--- src/rtl/adder_ctrl_pkg.sv ---
// adder_ctrl_pkg: shared state encoding, segment constants and operand-width limits
// for the sequential adder controller and its 7-segment decoder.
package adder_ctrl_pkg;

    typedef enum logic [2:0] {
        ST_IDLE,
        ST_WAIT_B,
        ST_CALC,
        ST_SHOW,
        ST_SWEEP
    } state_t;

    localparam logic [6:0] SEG_BLANK = 7'h7F;

    // The sum must fit a single hex digit, which caps the operand width at 3 bits.
    localparam int N_MIN = 1;
    localparam int N_MAX = 3;

endpackage

--- src/rtl/hex_to_7seg.sv ---
// hex_to_7seg: 4-bit value to an active-low 7-segment pattern, bit order {g,f,e,d,c,b,a}.
module hex_to_7seg
    import adder_ctrl_pkg::*;
(
    input  logic [3:0] digit,
    output logic [6:0] seg
);

    always_comb begin
        seg = SEG_BLANK;
        case (digit)
            4'h0: seg = 7'h40;
            4'h1: seg = 7'h79;
            4'h2: seg = 7'h24;
            4'h3: seg = 7'h30;
            4'h4: seg = 7'h19;
            4'h5: seg = 7'h12;
            4'h6: seg = 7'h02;
            4'h7: seg = 7'h78;
            4'h8: seg = 7'h00;
            4'h9: seg = 7'h10;
            4'hA: seg = 7'h08;
            4'hB: seg = 7'h03;
            4'hC: seg = 7'h46;
            4'hD: seg = 7'h21;
            4'hE: seg = 7'h06;
            4'hF: seg = 7'h0E;
            default: seg = SEG_BLANK;
        endcase
    end

endmodule

--- src/rtl/adder_seq_ctrl.sv ---
// adder_seq_ctrl: button-driven two-operand adder with registered sum and 7-segment readout.
// Define ADDER_SEQ_AUTO_SWEEP_EN to build the auto-sweep mode that walks every operand pair.
module adder_seq_ctrl
    import adder_ctrl_pkg::*;
#(
    parameter int N     = 3,
    parameter int DWELL = 4
) (
    input  logic         i_clk,
    input  logic         i_rst,
    input  logic [N-1:0] i_sw,
    input  logic         i_load,
    input  logic         i_clear,
    input  logic         i_auto,
    output logic [N-1:0] o_a,
    output logic [N-1:0] o_b,
    output logic [N:0]   o_sum,
    output logic         o_valid,
    output logic [6:0]   o_HEX
);

    if (N < N_MIN || N > N_MAX) begin : g_bad_width
        $error("adder_seq_ctrl: N must lie within N_MIN..N_MAX");
    end

    state_t       state;
    state_t       state_n;
    logic         load_q;
    logic         load_rise;
    logic [N-1:0] a_n;
    logic [N-1:0] b_n;
    logic [N:0]   sum_n;
    logic         valid_n;
    logic [6:0]   seg;

    // load_q resets high so a button already held at reset release is not a new press.
    assign load_rise = i_load & ~load_q;

`ifdef ADDER_SEQ_AUTO_SWEEP_EN
    localparam int CW = (DWELL > 1) ? $clog2(DWELL) : 1;

    logic [CW-1:0] dwell_cnt;
    logic [CW-1:0] dwell_cnt_n;

    always_ff @(posedge i_clk) begin
        if (i_rst) begin
            dwell_cnt <= '0;
        end else begin
            dwell_cnt <= dwell_cnt_n;
        end
    end
`else
    localparam int UNUSED_DWELL = DWELL;

    logic unused_auto;
    assign unused_auto = i_auto;
`endif

    always_ff @(posedge i_clk) begin
        if (i_rst) begin
            state   <= ST_IDLE;
            load_q  <= 1'b1;
            o_a     <= '0;
            o_b     <= '0;
            o_sum   <= '0;
            o_valid <= 1'b0;
        end else begin
            state   <= state_n;
            load_q  <= i_load;
            o_a     <= a_n;
            o_b     <= b_n;
            o_sum   <= sum_n;
            o_valid <= valid_n;
        end
    end

    // Sequencing: clear overrides everything, then each state reacts to load presses or auto.
    // o_valid is raised on the first SHOW edge so it trails the CALC edge that registers the sum.
    always_comb begin
        state_n = state;
        a_n     = o_a;
        b_n     = o_b;
        sum_n   = o_sum;
        valid_n = o_valid;
`ifdef ADDER_SEQ_AUTO_SWEEP_EN
        dwell_cnt_n = dwell_cnt;
`endif
        if (i_clear) begin
            state_n = ST_IDLE;
            valid_n = 1'b0;
        end else begin
            unique case (state)
                ST_IDLE: begin
`ifdef ADDER_SEQ_AUTO_SWEEP_EN
                    if (i_auto) begin
                        state_n     = ST_SWEEP;
                        a_n         = '0;
                        b_n         = '0;
                        sum_n       = '0;
                        valid_n     = 1'b1;
                        dwell_cnt_n = '0;
                    end else
`endif
                    if (load_rise) begin
                        a_n     = i_sw;
                        state_n = ST_WAIT_B;
                    end
                end
                ST_WAIT_B: begin
                    if (load_rise) begin
                        b_n     = i_sw;
                        state_n = ST_CALC;
                    end
                end
                ST_CALC: begin
                    sum_n   = {1'b0, o_a} + {1'b0, o_b};
                    state_n = ST_SHOW;
                end
                ST_SHOW: begin
                    valid_n = 1'b1;
`ifdef ADDER_SEQ_AUTO_SWEEP_EN
                    if (i_auto) begin
                        state_n     = ST_SWEEP;
                        a_n         = '0;
                        b_n         = '0;
                        sum_n       = '0;
                        dwell_cnt_n = '0;
                    end else
`endif
                    if (load_rise) begin
                        a_n     = i_sw;
                        valid_n = 1'b0;
                        state_n = ST_WAIT_B;
                    end
                end
                ST_SWEEP: begin
`ifdef ADDER_SEQ_AUTO_SWEEP_EN
                    // b is the inner counter; a steps only when b wraps.
                    if (dwell_cnt == CW'(DWELL - 1)) begin
                        dwell_cnt_n = '0;
                        if (!i_auto) begin
                            state_n = ST_IDLE;
                            valid_n = 1'b0;
                        end else begin
                            b_n = o_b + N'(1);
                            if (o_b == '1) begin
                                a_n = o_a + N'(1);
                            end
                            sum_n   = {1'b0, a_n} + {1'b0, b_n};
                            valid_n = 1'b1;
                        end
                    end else begin
                        dwell_cnt_n = dwell_cnt + CW'(1);
                    end
`else
                    state_n = ST_IDLE;
                    valid_n = 1'b0;
`endif
                end
                default: begin
                    state_n = ST_IDLE;
                    valid_n = 1'b0;
                end
            endcase
        end
    end

    hex_to_7seg u_hex (
        .digit(4'(o_sum)),
        .seg  (seg)
    );

    assign o_HEX = o_valid ? seg : SEG_BLANK;

endmodule

--- config.mk ---
export PLATFORM = sky130hd
export DESIGN_NAME = adder_seq_ctrl
export DESIGN_NICKNAME = d
export VERILOG_FILES = /design/src/rtl/adder_ctrl_pkg.sv /design/src/rtl/hex_to_7seg.sv /design/src/rtl/adder_seq_ctrl.sv
export SDC_FILE = /design/constraint.sdc
export NUM_CORES = 1
export LEC_CHECK = 0
export ABC_AREA = 0
export CORE_MARGIN = 8
export CORE_UTILIZATION = 44
export CTS_BUF_LIST = sky130_fd_sc_hd__clkbuf_16
export DETAILED_ROUTE_END_ITERATION = 6
export PLACE_DENSITY = 0.73
export SYNTH_ARGS = -nofsm -noshare
export SYNTH_HDL_FRONTEND = slang
export SYNTH_SLANG_ARGS = --single-unit
export TNS_END_PERCENT = 30
--- constraint.sdc ---
create_clock -name i_clk -period 2.13 [get_ports i_clk]
set_input_delay 0.213 -clock i_clk [delete_from_list [all_inputs] [get_ports i_clk]]
set_output_delay 0.213 -clock i_clk [all_outputs]
set_load 0.005 [all_outputs]
[Word level (Yosys, flattened, before mapping)]
Memories as Yosys holds them, arrays and structs flattened. A register that Yosys moved wholly into a read port is not among the register bits.
Cells that the tools add are included.
Storage, ports and cells
  memory bits (read-only): 112
  memories kept: 1
  output and inout port bits: 18
  register bits after elaboration: 15
Memories
  (name not given): words 16, bits a word 7, rd ports 1, clocked after Yosys merged registers in 1, write ports 0, line hex_to_7seg.sv:11  | case (digit)
Cells by class
  bitwise gates (word level): 3
  $add $sub $neg: 1
  reduce and logical (&&, ||, !) cells: 8
  equality and inequality tests: 5
  mux-type cells: 8
Operators with widths (number)
  one-hot mux 3 bit (3 select lines): 1
  two-way mux 4 bit: 2
  two-way mux 7 bit: 1
  equality test 3 x 2 -> 1 bit, second input constant: 2
  two-way mux 3 bit: 2
  AND reduction 3 bit: 2
  adder 3 x 3 -> 4 bit: 1
  AND reduction 2 bit: 2
  OR reduction 2 bit: 2
  equality test 3 x 1 -> 1 bit, second input constant: 1
  logical NOT 3 bit: 1
  OR reduction 3 bit: 1
  inequality test 2 x 1 -> 1 bit, second input constant: 1
  inequality test 2 bit, second input constant: 1
  NOT 1 bit: 2
  one-hot mux 1 bit (2 select lines): 1
  AND 1 bit: 1
  two-way mux 1 bit: 1

[Depth between registers and ports, before layout]
  depth after elaboration: 4
  mapped depth: 10

[Hierarchy]
Synthesis repeated with hierarchy kept, for this count alone.
Unflattened totals
  cells, all modules: 102
  area, all modules: 988.4 um^2
By module, submodules not included
  adder_seq_ctrl: seq. area each 280.3 um^2, instances 1, cells an instance 70, area an instance 713.2 um^2
  hex_to_7seg: seq. area each 0.0 um^2, instances 1, cells an instance 32, area an instance 275.3 um^2

[Least setup slack after synthesis]
No wires, ideal clock.
  path kind: reg-to-reg
  start: register o_a[0]
  end: register u_hex.seg[0] (netlist name)
  arrival time: 1978 ps
  slack: 27 ps
  path buffers: 0
  period minus slack after synthesis: 2103 ps
  data required time: 2005 ps
  stages on the path, launching flop included: 9
  cells stage by stage: dfxtp_1 -> ha_1 -> fa_1 -> nand2_1 -> a21oi_1 -> inv_1 -> ha_1 -> nor3_1 -> a211oi_2
Between the ends
  longest elaborated chain between the ends: 3
RTL lines
  start: declaration: line adder_seq_ctrl.sv:15  | output logic [N-1:0] o_a,
  start signal: assignment: line adder_seq_ctrl.sv:70  | o_a <= a_n;
  adder 3 x 3 -> 4 bit: line adder_seq_ctrl.sv:116  | sum_n = {1'b0, o_a} + {1'b0, o_b};
  two-way mux 4 bit (no source line) (2 in series)
Every way passes these cells.
A chain may end at the register's enable or synchronous reset.

[Final worst setup path]
  start: register o_b[0]
  end: register u_hex.seg[5] (netlist name)
Between the ends
  longest elaborated chain between the ends: 3
RTL lines
  start: declaration: line adder_seq_ctrl.sv:16  | output logic [N-1:0] o_b,
  start signal: assignment: line adder_seq_ctrl.sv:71  | o_b <= b_n;
  adder 3 x 3 -> 4 bit: line adder_seq_ctrl.sv:116
  two-way mux 4 bit (no source line) (2 in series)
Every way passes these cells.

==> summary.md <==
| Metric | Value |
|---|---|
| Status | `finished, final reports clean` |
| CTS tree | `done` |
| GR Util All Layers | `0.1202` |
| Synthesis-to-layout area growth | `38.21%` |
| Post-Syn Nets | `roughly 140` |
| Ant. Diodes | `0` |
| Root Buffer | `clkbuf_16` |
| Internal | `about 0.69 mW` |
| YS warnings | `0` |
| Sw Pwr | `about 0.17 mW` |
| Vias per Instance | `~5.2` |
| Iteration-0 DRC Markers | `22` |
| R2r endpoint | `u_hex.seg[5]$_DFF_P_` |
| Slew @ Worst Pin | `between 300 and 400 ps` |
| Setup slack, reg-to-reg | `100 ps` |
| DRT antenna net count | `0` |
| Die area | `between 0.004 and 0.005 mm^2` |
| IO Port Bufs | `24` |
| Vias in the first global route | `943` |
| First-pass GRT wire length | `4133 um` |
| Clock latency at the later pin of the worst-skew pair | `between 200 and 300 ps` |
| Synth Area in Adders | `0.1617` |
| Average size of a mapped cell | `around 9.7 um^2` |
| Gpl congestion | `approximately 0.8` |
| Core Region | `0.002455 mm^2` |
| Flop pwr share | `0.471` |
| Sequential standard cell area | `around 420 um^2` |
| Max Cap Violations | `0` |
| Max Slew Vio Count | `0` |
| Yosys reg bits | `21` |
| Nets | `approximately 170` |
| Post-synthesis mux area share | `0.1152` |
| GRT overflow | `0` |
| Fin crit share | `0.9512` |
| Critical path, cell by cell | `ha_2, fa_1, nand2_1, a21oi_4, buf_4, ha_1, mux2i_1, o22ai_1` |
| Chip width | `around 67 um` |
| Site row count | `18` |
| Fraction of layout cells with a size suffix above 1 | `0.1611` |
| Hold Path Class | `reg -> reg` |
| Worst Path Required | `2310 ps` |
| CP Launch Point | `o_b[0]$_SDFFE_PP0P_` |
| Cell count along the critical path | `8` |
| Synth Area in Simple Gates | `0.1717` |
| Antenna violations before repair | `0` |
| Final Skew | `0.9706 ps` |
| CP delay by family, top | `adder cells` |
| Synth Cell Area | `around 0.0011 mm^2` |
| Sw Share | `0.1992` |
| Peak VDD IR | `0.5228 mV` |
| Comb power frac | `0.073` |
| Clock transition at the registers of the reported paths | `about 50 ps` |
| Remaining routing DRC violations | `0` |
| Synth Instances | `between 100 and 150` |
| Worst endpoint data arrival time | `about 2200 ps` |
| Core Util, Final | `0.6361` |
| Leakage power | `0.6212 nW` |
| Pwr Density | `about 550 mW/mm^2` |
| Post-Synth XOR/XNOR Area | `0.01550` |
| Crit end category | `flop` |
| Post-synth top area share | `0.3721` |
| Router iterations before antenna repair | `4` |
| Synth Area in Compound Gates | `0.09524` |
| Initial Util | `0.4602` |
| Routed WL | `approximately 2500 um` |
| Routed len/inst | `between 10 and 15 um` |
| Setup-failing EPs final | `0` |
| TritonCTS Buffers | `3` |
| RR Startpoint | `o_b[0]$_SDFFE_PP0P_` |
| Max Buffers Root-to-Sink | `2` |
| Buf/Inv on CP | `1` |
| Post-CTS Setup Repair Bufs | `0` |
| Setup crit start kind | `flop` |
| Largest family of logic cells by synthesized area | `simple AND/OR/NAND/NOR gates` |
| Area of the multi-input gates | `~670 um^2` |
| Clk sinks | `21` |
| Synth area leaders | `dfxtp_1 37%, ha_1 14%, mux2i_1 12%` |
| Fill cells | `a little over 200` |
| CP peak stage delay | `about 480 ps` |
| Yosys top cell by area | `dfxtp_1` |
| Hold Fails Final Rpt | `0` |
| Total Power | `between 0.8 and 0.9 mW` |
| Hpwl dp | `about 1800 um` |
| Htree depth | `1` |
| Clock period minus worst slack | `slightly above 2000 ps` |
| Fmax | `493.6 MHz` |
| Worst-case reg-to-reg path depth | `8` |
| Crit path max fanout | `4` |
| I/O pins | `26` |
| Largest net degree at the start of global routing | `13` |
| Clk pwr share | `0.455` |
| Die Ht | `~67 um` |
| RSZ-0062 raised after global routing | `no` |
| Worst setup path end | `u_hex.seg[5]$_DFF_P_` |
| Slew headroom | `0.7506` |
| Worst path slowest cell | `fa_1` |
| Synth unique cells | `29` |
| Critical path class | `reg -> reg` |
| Sequential-to-total area share from yosys stat | `0.3721` |
| Via Count | `935` |
-- metrics by stage --
step / setup WS (ps) / hold WS [ps] / TNS [ps] / cell area (um^2) / std cells
final: 104.0 / 521.7 / 0 / 1562 / 179
after global routing: 1.812 / 538.5 / 0 / 1562 / 179
after detailed placement: -30.15 / 493.9 / -57.96 / 1445 / 175
after global placement: 31.41 / 480.0 / 0 / 1445 / 175
after floorplan: 27.30 / 289.8 / 0 / 1130 / 116
after CTS: 57.93 / 502.4 / 0 / 1534 / 179
-- power by group through the flow --
| stage | sequential [mW] | clock (mW) | combinational [mW] |
|---|---|---|---|
| finish | 0.403 | 0.390 | 0.0629 |
| global placement | 0.412 | 0 | 0.0586 |
| CTS | 0.403 | 0.402 | 0.0615 |
| floorplan | 0.412 | 0 | 0.0302 |
| detailed placement | 0.412 | 0 | 0.0602 |
| global route | 0.404 | 0.416 | 0.0704 |
-- worst min-delay path, stage by stage, from the launching register on --
cell and delay, ps:
dfxtp_1 340, mux2i_1 70, nor2_1 70
-- how the worst min path moves through the flow --
stage	to	cells after the start	start	slack (ps)
after floorplan	o_valid$_SDFFE_PP0N_	1	i_clear	290
after global placement	o_sum[0]$_SDFFE_PP0N_	2	o_sum[0]$_SDFFE_PP0N_	480
after detailed placement	o_sum[1]$_SDFFE_PP0N_	2	o_sum[1]$_SDFFE_PP0N_	490
after CTS	o_sum[0]$_SDFFE_PP0N_	2	o_sum[0]$_SDFFE_PP0N_	500
after global routing	o_sum[0]$_SDFFE_PP0N_	2	o_sum[0]$_SDFFE_PP0N_	540
final	o_a[2]$_SDFFE_PP0P_	2	o_a[2]$_SDFFE_PP0P_	520
-- synthesized netlist by cell type --
library cell	n
a2111oi_0	1
a211oi_1	1
a211oi_2	1
a21o_1	1
a21oi_1	6
a31oi_1	1
buf_4	1
buf_6	1
clkbuf_1	1
clkinv_8	2
dfxtp_1	21
fa_1	1
ha_1	13
inv_1	6
mux2i_1	13
nand2_1	6
nand2b_1	8
nand2b_2	1
nand3_1	1
nor2_1	11
nor2b_1	2
nor3_1	4
nor3b_1	2
o21ai_0	2
o22ai_1	4
or2_2	1
or3_1	2
xnor2_1	1
xor2_1	1
-- layer usage --
layer / GRT usage / part of all wire / vias to the layer above
met3: 0.04698 / 0.067 / 6
li1: - / - / 462
met4: 0.06400 / 0.022 / 0
met2: 0.2007 / 0.52 / 24
met5: 0 / 0 / -
met1: 0.1268 / 0.39 / 443
-- area by class of cell --
type                            instances  share of cell area
Multi-Input combinational cell         84              0.4279
Sequential cell                        21              0.2692
Timing Repair Buffer                   32              0.1923
Clock buffer                            3             0.04808
Inverter                                8             0.03526
Tap cell                               30             0.02404
Clock inverter                          1            0.003205
-- repair_timing --
action                     4_1_cts  5_1_grt
pin swaps                        0        1
resized for setup                2        6
setup endpoints to repair        2        6
hold buffers                     0        0
-- cells by family (layout without fill, tap and decap cells) --
group | count (synthesis) | count (layout)
and+or+nand+nor | 38 | 38
DFF | 21 | 21
AOI/OAI and AO/OA | 17 | 17
adders and majority gates | 14 | 14
muxes | 13 | 13
buffers and inverters | 11 | 44
xor gates and xnor gates | 2 | 2
-- state kept, by name (all words and copies together) (netlist names) --
name       flops
o_valid        1
o_sum          4
u_hex.seg      7
o_b            3
o_a            3
load_q         1
state          2
-- layout by cell type, fill, tap and decap left out, drive strengths merged --
cell type      count
a2111oi            1
a211oi             2
a21o               1
a21oi              6
a31oi              1
buf                8
clkbuf             3
clkdlybuf4s50     24
clkinv             3
dfxtp             21
fa                 1
ha                13
inv                6
mux2i             13
nand2              6
nand2b             9
nand3              1
nor2              11
nor2b              2
nor3               4
nor3b              2
o21ai              2
o22ai              4
or2                1
or3                2
xnor2              1
xor2               1
Note: power is estimated with default switching activity, not from simulation.
